===== src/rtl/oam_dma_ctrl.sv =====
// OAM DMA sequencer behind the FF46 register: start delay, then a byte-by-byte copy of one page into OAM.
// Build option OAM_DMA_ECHO_MAP_EN folds source pages E0-FF onto C0-DF for the DMA address only.
module oam_dma_ctrl #(
  parameter int          CYCLES_PER_BYTE = 4,
  parameter int          DMA_LEN         = 160,
  parameter logic [15:0] REG_ADDR        = 16'hFF46
) (
  input  logic        clk,
  input  logic        reset,
  input  logic        cpu_wr,
  input  logic        cpu_rd,
  input  logic [15:0] a,
  input  logic [7:0]  d,
  output logic [7:0]  reg_dout,
  output logic        reg_oe,
  output logic [15:0] dma_a,
  output logic        dma_run,
  output logic        vram_to_oam,
  output logic        oam_addr_ndma,
  output logic        oam_wr,
  output logic        dma_done
);

  localparam int PW = (CYCLES_PER_BYTE > 1) ? $clog2(CYCLES_PER_BYTE) : 1;
  localparam logic [PW-1:0] LAST_PH  = PW'(CYCLES_PER_BYTE - 1);
  localparam logic [7:0]    LAST_IDX = 8'(DMA_LEN - 1);

  localparam logic [0:0] S_IDLE = 1'b0;
  localparam logic [0:0] S_RUN  = 1'b1;

  logic [0:0]    r_state;
  logic [7:0]    r_src_reg;
  logic [7:0]    r_src_act;
  logic [7:0]    r_idx;
  logic [PW-1:0] r_phase;
  logic [PW-1:0] r_start_cnt;
  logic          r_start_pend;
  logic          r_done;

  logic          w_reg_hit;
  logic          w_wr_hit;
  logic          w_expire;
  logic          w_byte_end;
  logic [7:0]    w_page;

  assign w_reg_hit  = (a == REG_ADDR);
  assign w_wr_hit   = cpu_wr && w_reg_hit;
  // A fresh register write on the expiry edge re-arms the delay instead of starting.
  assign w_expire   = r_start_pend && !w_wr_hit && (r_start_cnt == LAST_PH);
  assign w_byte_end = (r_state == S_RUN) && (r_phase == LAST_PH);

  always_ff @(posedge clk or posedge reset) begin
    if (reset) begin
      r_src_reg    <= 8'h00;
      r_start_pend <= 1'b0;
      r_start_cnt  <= '0;
    end else if (w_wr_hit) begin
      r_src_reg    <= d;
      r_start_pend <= 1'b1;
      r_start_cnt  <= '0;
    end else if (r_start_pend) begin
      if (r_start_cnt == LAST_PH)
        r_start_pend <= 1'b0;
      else
        r_start_cnt <= r_start_cnt + 1'b1;
    end
  end

  // Expiry outranks the final byte, so a restart on the last beat keeps RUN with no done pulse.
  always_ff @(posedge clk or posedge reset) begin
    if (reset) begin
      r_state   <= S_IDLE;
      r_src_act <= 8'h00;
      r_idx     <= 8'h00;
      r_phase   <= '0;
      r_done    <= 1'b0;
    end else begin
      r_done <= 1'b0;
      if (w_expire) begin
        r_src_act <= r_src_reg;
        r_idx     <= 8'h00;
        r_phase   <= '0;
        r_state   <= S_RUN;
      end else if (r_state == S_RUN) begin
        r_phase <= (r_phase == LAST_PH) ? '0 : r_phase + 1'b1;
        if (w_byte_end) begin
          if (r_idx == LAST_IDX) begin
            r_state <= S_IDLE;
            r_done  <= 1'b1;
          end else begin
            r_idx <= r_idx + 8'h01;
          end
        end
      end
    end
  end

`ifdef OAM_DMA_ECHO_MAP_EN
  assign w_page = (r_src_act >= 8'hE0) ? (r_src_act - 8'h20) : r_src_act;
`else
  assign w_page = r_src_act;
`endif

  assign reg_dout      = r_src_reg;
  assign reg_oe        = cpu_rd && w_reg_hit;
  assign dma_a         = {w_page, r_idx};
  assign dma_run       = (r_state == S_RUN);
  assign oam_addr_ndma = (r_state != S_RUN);
  // VRAM detection looks at the raw page; folding only ever targets WRAM.
  assign vram_to_oam   = (r_state == S_RUN) && (r_src_act[7:5] == 3'b100);
  assign oam_wr        = w_byte_end;
  assign dma_done      = r_done;

endmodule


===== config.mk =====
export PLATFORM = sky130hd
export DESIGN_NAME = oam_dma_ctrl
export DESIGN_NICKNAME = d
export VERILOG_FILES = /design/src/rtl/oam_dma_ctrl.sv
export SDC_FILE = /design/constraint.sdc
export NUM_CORES = 1
export LEC_CHECK = 0
export ABC_AREA = 0
export BUFFER_PORTS_ARGS = -buffer_cell sky130_fd_sc_hd__buf_4
export CAP_MARGIN = 20
export CORE_MARGIN = 2
export CORE_UTILIZATION = 43
export DETAILED_ROUTE_END_ITERATION = 7
export PLACE_DENSITY = 0.73
export SLEW_MARGIN = 20
export SYNTH_ARGS = -nofsm -noshare
export SYNTH_HDL_FRONTEND = slang
export SYNTH_SLANG_ARGS = --single-unit

===== constraint.sdc =====
create_clock -name clk -period 1.5 [get_ports clk]
set_input_delay 0.3 -clock clk [delete_from_list [all_inputs] [get_ports clk]]
set_output_delay 0.3 -clock clk [all_outputs]
set_load 0.05 [all_outputs]

==> results of run 1 <==
==> state kept, by name, summed over array words and instances (netlist names) <==
signal        count
r_start_cnt       2
dma_done          1
r_idx             8
dma_run           1
r_src_act         8
reg_dout          8
r_start_pend      1
r_phase           2
==> timing repair <==
item | CTS | global route
endpoints found under the setup margin | 5 | 7
buffers inserted | 7 | 2
pin swaps | 6 | 10
resized for setup | 10 | 7
==> cell usage after synthesis <==
| master | number |
|---|---|
| mux2_2 | 9 |
| nor2_1 | 11 |
| a21o_1 | 1 |
| buf_4 | 1 |
| nand2b_1 | 1 |
| nor3b_1 | 1 |
| mux2i_1 | 3 |
| nand4b_1 | 1 |
| nand4bb_1 | 1 |
| xnor2_1 | 7 |
| ha_1 | 3 |
| a21oi_1 | 4 |
| and4_1 | 1 |
| nand4bb_4 | 1 |
| buf_2 | 1 |
| dfrtp_1 | 31 |
| xor2_1 | 1 |
| nand2_1 | 5 |
| and2_1 | 1 |
| nor4_4 | 2 |
| nand2_2 | 1 |
| a21oi_2 | 1 |
| nand4_1 | 3 |
| nand3_1 | 4 |
| o211ai_1 | 1 |
| buf_6 | 1 |
| or3b_2 | 1 |
| mux2_4 | 7 |
| nor3_1 | 3 |
| a2111oi_0 | 1 |
| inv_1 | 5 |
| a211oi_1 | 2 |
==> per-stage QoR <==
stage	cells	instance area [um2]	setup TNS [ns]	utilization (%)
2_1_floorplan	116	1580	-0.485	-
3_3_place_gp	224	2100	-3.58	63.6
3_5_place_dp	224	2100	-4.80	63.6
4_1_cts	239	2260	-0.0821	68.2
5_1_grt	241	2310	-0.189	69.8
6_report	241	2310	-0.0687	69.8
==> power by group through the flow <==
stage	clock network (mW)	logic (mW)	registers, mW
after floorplan	0	0.0667	0.981
after global placement	0	0.255	0.905
after detailed placement	0	0.263	0.907
after CTS	0.473	0.264	0.890
after global routing	0.517	0.290	0.899
final	0.464	0.272	0.896
==> how the worst max path moves through the flow <==
stage	startpoint	endpoint	slack, ns	cells after the start
final	r_phase[0]	oam_wr	-0.06	4
after global routing	r_phase[0]	oam_wr	-0.11	4
after CTS	r_phase[1]	oam_wr	-0.06	4
after detailed placement	a[7]	reg_dout[1]	-0.27	6
after global placement	a[7]	reg_dout[2]	-0.20	6
after floorplan	a[7]	r_src_act[0]	-0.06	5
==> logic make-up after synthesis <==
group / synth area share (%)
and+or+nand+nor: 16.8
xor gates and xnor gates: 4.74
DFF: 52.5
adders and majority gates: 2.54
buffers and inverters: 2.88
AOI/OAI and AO/OA: 4.57
muxes: 16.0
==> cells in the final DEF, fill, tap and decap left out, drive strengths merged, types with 3 or more instances in the layout <==
cell type,netlist,layout
a21oi,5,5
buf,3,74
clkbuf,0,7
dfrtp,31,31
ha,3,3
inv,5,4
mux2,16,16
mux2i,3,3
nand2,6,6
nand3,4,4
nand4,3,3
nor2,11,11
nor3,3,3
xnor2,7,7
==> worst max-delay path: stages (launching register included) <==
cell and delay (ns):
dfrtp_1 0.42, ha_4 0.20, nand2_8 0.06, clkinvlp_4 0.09, buf_8 0.15
==> cell type report <==
type                    count  area share (%)
clock buffers               7            1.95
clock inverters             1           0.217
inverters                   5           0.975
multi-input cells          77            34.1
flip-flops and latches     31            34.0
well taps                  46            2.49
repair buffers             74            26.3
==> layer usage <==
layer  vias to the layer above  routed length, um
met5                         -                  0
met4                         0                 73
met3                         7                177
met2                        38               1950
met1                       594               1350
li1                        566                  -
==> flow_metrics.env, run 1 <==
export IMPL_status="finished with violations"
export IMPL_violations="negative setup slack"
export IMPL_synthCells=116
export IMPL_firstDrtPassIters=4
export IMPL_postRouteWirelength_um=3550
export IMPL_maxSlewHeadroom_pct=69.0
export IMPL_clock_fmax_mhz=640
export IMPL_cts_sinks=31
export IMPL_p_clk_share_pct=28.4
export IMPL_rrSetupSlack_ns=0.07
export IMPL_synthDistinctLibCells=32
export IMPL_yosys_warnings=0
export IMPL_dieHeight_um=62.6
export IMPL_postRouteAntennaNets=0
export IMPL_rsz0062_at_grt="yes"
export IMPL_grt_use_met2_pct=34.0
export IMPL_synth_area_per_cell_um2=12.7
export IMPL_synth_top_area_share_pct=52.5
export IMPL_grt_pass1_vias=1341
export IMPL_hold_ws_ns=0.0312
export IMPL_viasPerCell=5.00
export IMPL_start_kind="flop"
export IMPL_io_buffers=57
export IMPL_cp_max_fo=2
export IMPL_routabilityCongestion=0.848
export IMPL_cts_buffers=5
export IMPL_dp_hpwl_um=2450
export IMPL_r2r_cells=5
export IMPL_ys_seq_area_share_pct=52.5
export IMPL_path_class="reg -> out"
export IMPL_finalNetCount=225
export IMPL_grt_first_pass_wirelength_um=6010
export IMPL_ir_worst_vdd_v=0.000531
export IMPL_fin_crit_ns=1.56
export IMPL_setup_viol=2
export IMPL_maxCapViolCount=0
export IMPL_p_sw_mw=0.478
export IMPL_fin_ws_ns=-0.0625
export IMPL_top_usage_layer="met2"
export IMPL_ys_ff_latch=31
export IMPL_synth_top_area_cell="dfrtp_1"
export IMPL_grt_max_degree=32
export IMPL_r2r_end="r_idx[1]"
export IMPL_leakage_nw=1.11
export IMPL_wire_per_inst_um=14.7
export IMPL_hold_path_class="in -> async"
export IMPL_clock_root_buffer="clkbuf_4"
export IMPL_drt_iter0_drc=103
export IMPL_drc=0
export IMPL_insertedDiodeCount=0
export IMPL_timing_final_crit_share_pct=104
export IMPL_clk_latency_ns=0.34
export IMPL_syn_area_um2=1480
export IMPL_power_mw=1.63
export IMPL_place_ws_ns=-0.275
export IMPL_fill_cells=290
export IMPL_dr_total_vias=1205
export IMPL_end_kind="output pin"
export IMPL_cts_hold_buf=0
export IMPL_die_area_um2=3920
export IMPL_ios=58
export IMPL_overflow=0
export IMPL_grt_met3_usage_pct=4.68
export IMPL_clockBufferDepth=2
export IMPL_die_w_um=62.6
export IMPL_ff_latch_area_um2=786
export IMPL_groute_usage_overall_pct=19.8
export IMPL_p_seq_share_pct=54.9
export IMPL_r2r_start="r_idx[0]"
export IMPL_hold_viol=0
export IMPL_htreeDepth=2
export IMPL_core_area_um2=3310
export IMPL_synth_area_leaders="dfrtp_1 52%, mux2_4 7.1%, mux2_2 6.9%"
export IMPL_p_sw_share_pct=29.3
export IMPL_skew_ns=0.00870
export IMPL_synth_nets=147
export IMPL_antenna_found_initial=0
export IMPL_power_per_cell_area_nw_per_um2=706
export IMPL_comb_power_share_pct=16.7
export IMPL_rows=21
export IMPL_internal_power_mw=1.15
export IMPL_grt_util_met1_pct=23.0
export IMPL_maxSlewViolCount=0
export IMPL_area_delta_synth_final_pct=56.4
export IMPL_cp_required_ns=1.20
export IMPL_initial_core_util_pct=44.6
export IMPL_multi_input_area_um2=788
export IMPL_critPathArrivalTime_ns=1.26
export IMPL_tightest_slew_ns=0.465
export IMPL_clk_pin_slew_ns=0.10
export IMPL_drive_gt1_share_pct=63.6
export IMPL_cts_tree="done"
Note: power is estimated with default switching activity, not from simulation.
==> run 2: changes to the inputs <==
--- a/config.mk
+++ b/config.mk
@@ -8,10 +8,9 @@
 export ABC_AREA = 0
 export BUFFER_PORTS_ARGS = -buffer_cell sky130_fd_sc_hd__buf_4
 export CAP_MARGIN = 20
-export CORE_MARGIN = 2
-export CORE_UTILIZATION = 43
+export CORE_UTILIZATION = 48
 export DETAILED_ROUTE_END_ITERATION = 7
-export PLACE_DENSITY = 0.73
+export PLACE_DENSITY = 0.77
 export SLEW_MARGIN = 20
 export SYNTH_ARGS = -nofsm -noshare
 export SYNTH_HDL_FRONTEND = slang
==> constraint.sdc (replaced) <==
create_clock -name clk -period 1.73 [get_ports clk]
set_input_delay 0.346 -clock clk [delete_from_list [all_inputs] [get_ports clk]]
set_output_delay 0.346 -clock clk [all_outputs]
set_load 0.05 [all_outputs]
==> flow_metrics.env, run 2 (synthesis gave the netlist of run 1 again) <==
export IMPL_status="finished with violations"
export IMPL_die_w_um=57.5
export IMPL_core_area_um2=2830
export IMPL_power_per_cell_area_nw_per_um2=738
export IMPL_grt_first_pass_wirelength_um=5220
export IMPL_rsz0062_at_grt="no"
export IMPL_power_mw=1.58
export IMPL_p_seq_share_pct=48.9
export IMPL_rows=19
export IMPL_path_class="in -> out"
export IMPL_antenna_found_initial=0
export IMPL_io_buffers=57
export IMPL_clock_root_buffer="clkbuf_4"
export IMPL_crit_top_cell="buf_4"
export IMPL_layout_common_cells="69 x buf_4, 28 x dfrtp_1, 11 x nor2_1"
export IMPL_ios=58
export IMPL_firstDrtPassIters=6
export IMPL_layout_commonest_cell="buf_4"
export IMPL_cts_tree="done"
export IMPL_slowest_delay_ns=0.31
export IMPL_cts_buffers=5
export IMPL_critPathArrivalTime_ns=1.34
export IMPL_wire_per_inst_um=14.1
export IMPL_drive_gt1_share_pct=56.8
export IMPL_skew_ns=0.00557
export IMPL_start_kind="primary input"
export IMPL_grt_pass1_vias=1183
export IMPL_dp_hpwl_um=2440
export IMPL_initial_core_util_pct=52.2
export IMPL_p_clk_share_pct=37.9
export IMPL_cp_max_fo=2
export IMPL_tightest_slew_ns=0.471
export IMPL_area_delta_synth_final_pct=45.4
export IMPL_r2r_cells=5
export IMPL_viasPerCell=5.30
export IMPL_p_sw_share_pct=26.0
export IMPL_leakage_nw=1.10
export IMPL_clk_pin_slew_ns=0.10
export IMPL_cts_sinks=31
export IMPL_crit_slowest_cell="nor4_4"
export IMPL_ir_worst_vdd_v=0.000622
export IMPL_htreeDepth=2
export IMPL_place_inst=210
export IMPL_final_core_util_pct=75.9
export IMPL_maxSlewViolCount=0
export IMPL_maxSlewHeadroom_pct=67.8
export IMPL_dr_total_vias=1181
export IMPL_critical_path_top_delay_family="simple AND/OR/NAND/NOR gates"
export IMPL_crit_chain="buf_4 > nand4bb_1 > nor4_4 > and2_2 > buf_4"
export IMPL_insertedDiodeCount=0
export IMPL_die_area_um2=3300
export IMPL_end_kind="output pin"
export IMPL_comb_power_share_pct=13.1
export IMPL_groute_usage_overall_pct=21.2
export IMPL_violations="design-rule violations"
export IMPL_finalNetCount=222
export IMPL_routabilityCongestion=0.857
export IMPL_clockBufferDepth=2
export IMPL_p_sw_mw=0.412
export IMPL_maxCapViolCount=0
export IMPL_clock_fmax_mhz=593
export IMPL_drt_iter0_drc=33
export IMPL_cp_required_ns=1.38
export IMPL_timing_final_crit_share_pct=97.4
export IMPL_postRouteWirelength_um=3150
export IMPL_dieHeight_um=57.5
export IMPL_grt_max_degree=32
export IMPL_hold_viol=0
export IMPL_overflow=0
export IMPL_drc=3
export IMPL_internal_power_mw=1.17
export IMPL_worstSetupPathDepth=5
export IMPL_postRouteAntennaNets=0
export IMPL_crit_buf_inv=2
export IMPL_fin_crit_ns=1.69
export IMPL_fin_cells=223
export IMPL_setup_viol=0
export IMPL_hold_path_class="in -> async"
export IMPL_clk_latency_ns=0.33
[run 2: final timing paths]
check | startpoint | endpoint | slack, ns
max | a[7] | reg_oe | 0.04
min | reset | r_src_act[0] | 0.08
max reg2reg | r_idx[0] | r_idx[3] | 0.11
min reg2reg | r_src_act[3] | r_src_act[3] | 0.52
max in group asynchronous | reset | r_idx[1] | 1.34
min in group clk | cpu_wr | r_start_cnt[0] | 0.21
[run 2: cell type report]
class | count | area, um2
clock inverter | 2 | 35.0
multi-input combinational | 77 | 677
tap | 31 | 38.8
timing repair buffer | 71 | 544
fill | 201 | 681
inverter | 5 | 22.5
sequential | 31 | 779
clock buffer | 6 | 51.3
[run 2: power by group through the flow]
| stage | Combinational (mW) | Sequential (mW) | Clock (mW) |
|---|---|---|---|
| final | 0.208 | 0.775 | 0.601 |
| after CTS | 0.210 | 0.774 | 0.605 |
| after global routing | 0.225 | 0.778 | 0.638 |
| after detailed placement | 0.209 | 0.788 | 0 |
| after floorplan | 0.0516 | 0.848 | 0 |
| after global placement | 0.206 | 0.785 | 0 |
[run 2: metrics by stage]
step / hold WS (ns) / worst slack, ns / TNS (ns) / area [um2]
after floorplan: 0.433 / 0.0572 / 0 / 1500
after global placement: 0.448 / -0.0371 / -0.315 / 2010
after detailed placement: 0.451 / -0.0699 / -0.628 / 2010
after CTS: 0.0843 / 0.0261 / 0 / 2120
after global routing: 0.119 / 0.00210 / 0 / 2150
final: 0.0789 / 0.0449 / 0 / 2150
[run 2: worst reg2reg max path: stages (launching register included)]
cell,delay (ns)
dfrtp_2,0.46
ha_1,0.26
and4_1,0.25
a211oi_1,0.33
xnor2_1,0.17
nor2_1,0.05
[run 2: what timing repair did]
| item | 4_1_cts | 5_1_grt |
|---|---|---|
| hold endpoints to repair | 0 | 0 |
| resized for setup | 4 | 1 |
| hold buffers | 0 | 0 |
| setup endpoints to repair | 2 | 1 |
| pin swaps | 1 | 0 |
| setup buffers | 2 | 3 |
[run 2: per-layer routing]
layer	GRT usage [%]	up-vias	wire, um
met3	5.22	8	122
met2	35.2	35	1610
met4	9.76	0	64
li1	-	559	-
met1	25.9	579	1350
met5	0	-	0
==> run 3: changes to the inputs <==
==> constraint.sdc (replaced) <==
create_clock -name clk -period 1.73 [get_ports clk]
set_input_delay 0.2595 -clock clk [delete_from_list [all_inputs] [get_ports clk]]
set_output_delay 0.2595 -clock clk [all_outputs]
set_load 0.05 [all_outputs]
==> flow_metrics.env, run 3 (synthesis gave the netlist of run 1 again) <==
export IMPL_status="finished with violations"
export IMPL_violations="design-rule violations"
export IMPL_area_delta_synth_final_pct=40.1
export IMPL_hold_path_class="in -> async"
export IMPL_wire_per_inst_um=14.7
export IMPL_clk_latency_ns=0.33
export IMPL_clock_fmax_mhz=597
export IMPL_cts_hold_buf=0
export IMPL_dp_hpwl_um=2250
export IMPL_skew_ns=0.00561
export IMPL_clock_root_buffer="clkbuf_4"
export IMPL_die_area_um2=3300
export IMPL_core_area_um2=2830
export IMPL_timing_final_crit_share_pct=96.8
export IMPL_final_core_util_pct=73.2
export IMPL_critical_path_startpoint="r_phase[1]"
export IMPL_drive_gt1_share_pct=53.8
export IMPL_fin_crit_ns=1.67
export IMPL_grt_max_degree=32
export IMPL_antenna_found_initial=0
export IMPL_htreeDepth=2
export IMPL_drc=2
export IMPL_fin_cells=215
export IMPL_path_class="reg -> out"
export IMPL_ir_worst_vdd_v=0.000460
export IMPL_insertedDiodeCount=0
export IMPL_layout_commonest_cell="buf_4"
export IMPL_rows=19
export IMPL_end_kind="output pin"
export IMPL_dieHeight_um=57.5
export IMPL_power_mw=1.41
export IMPL_layout_common_cells="62 x buf_4, 28 x dfrtp_1, 11 x nor2_1"
export IMPL_r2r_start="r_start_cnt[1]"
export IMPL_initial_core_util_pct=52.2
export IMPL_fill_cells=217
export IMPL_maxSlewViolCount=0
export IMPL_finalNetCount=215
export IMPL_clk_pin_slew_ns=0.10
export IMPL_leakage_nw=1.05
export IMPL_crit_path_end="oam_wr"
export IMPL_grt_pass1_vias=1180
export IMPL_dr_total_vias=1132
export IMPL_ios=58
export IMPL_cts_sinks=31
export IMPL_cp_required_ns=1.47
export IMPL_r2r_cells=4
export IMPL_start_kind="flop"
export IMPL_power_per_cell_area_nw_per_um2=681
export IMPL_cts_buffers=5
export IMPL_cts_tree="done"
export IMPL_place_inst=206
export IMPL_critPathArrivalTime_ns=1.41
export IMPL_tightest_slew_ns=0.584
export IMPL_finalSetupTns_ns=0
export IMPL_firstDrtPassIters=6
export IMPL_rrSetupSlack_ns=0.15
export IMPL_die_w_um=57.5
export IMPL_hold_viol=0
export IMPL_overflow=0
export IMPL_postRouteWirelength_um=3170
export IMPL_r2r_end="r_src_act[7]"
export IMPL_postRouteAntennaNets=0
export IMPL_cp_max_fo=5
export IMPL_grt_first_pass_wirelength_um=5240
export IMPL_maxCapViolCount=0
export IMPL_groute_usage_overall_pct=21.4
export IMPL_maxSlewHeadroom_pct=61.0
export IMPL_clockBufferDepth=2
export IMPL_drt_iter0_drc=34
export IMPL_setup_viol=0
export IMPL_routabilityCongestion=0.836
export IMPL_io_buffers=57
export IMPL_viasPerCell=5.27
run 3: through the flow:
| stage | setup WS, ns | hold WS, ns | area [um2] |
|---|---|---|---|
| 2_1_floorplan | 0.0572 | 0.346 | 1490 |
| 3_3_place_gp | -0.0891 | 0.358 | 1970 |
| 3_5_place_dp | -0.120 | 0.370 | 1970 |
| 4_1_cts | 0.0103 | 0.0108 | 2040 |
| 5_1_grt | -0.0117 | 0.0197 | 2070 |
| 6_report | 0.0561 | 0.00215 | 2070 |
run 3: worst min-delay path by stage:
| stage | start | endpoint | slack, ns |
|---|---|---|---|
| final | reset | reg_dout[4] | 0.002 |
| after CTS | reset | reg_dout[4] | 0.01 |
| after floorplan | cpu_wr | r_start_cnt[0] | 0.35 |
| after global placement | reset | dma_done | 0.36 |
| after global routing | reset | r_src_act[7] | 0.02 |
| after detailed placement | reset | r_src_act[0] | 0.37 |
run 3: where the power goes:
part / internal, mW / switching (mW)
Combinational: 0.0881 / 0.120
Clock: 0.188 / 0.241
Sequential: 0.743 / 0.0290
Total: 1.02 / 0.391
run 3: what timing repair did:
item / CTS / global route
pin swaps: 0 / 1
setup buffers: 1 / 1
resized for setup: 2 / 3
setup endpoints to repair: 11 / 2
run 3: metal layers:
| layer | wire (um) | GRT usage (%) | up-vias |
|---|---|---|---|
| li1 | - | - | 541 |
| met5 | 0 | 0 | - |
| met3 | 142 | 7.26 | 5 |
| met1 | 1250 | 24.1 | 557 |
| met4 | 36 | 7.32 | 0 |
| met2 | 1740 | 37.5 | 29 |
run 3: worst max-delay path, cell delays in order (launching register included):
cell        delay (ns)
dfrtp_1           0.43
ha_4              0.19
nand2_1           0.10
buf_6             0.13
clkinvlp_4        0.08
buf_6             0.15
run 3: cell type report:
cell class	count	area (um2)	share of cell area [%]
well taps	31	38.8	1.87
multi-input cells	77	684	33.1
repair buffers	64	488	23.6
flip-flops and latches	31	779	37.7
clock inverters	1	5.00	0.242
clock buffers	6	51.3	2.48
inverters	5	22.5	1.09
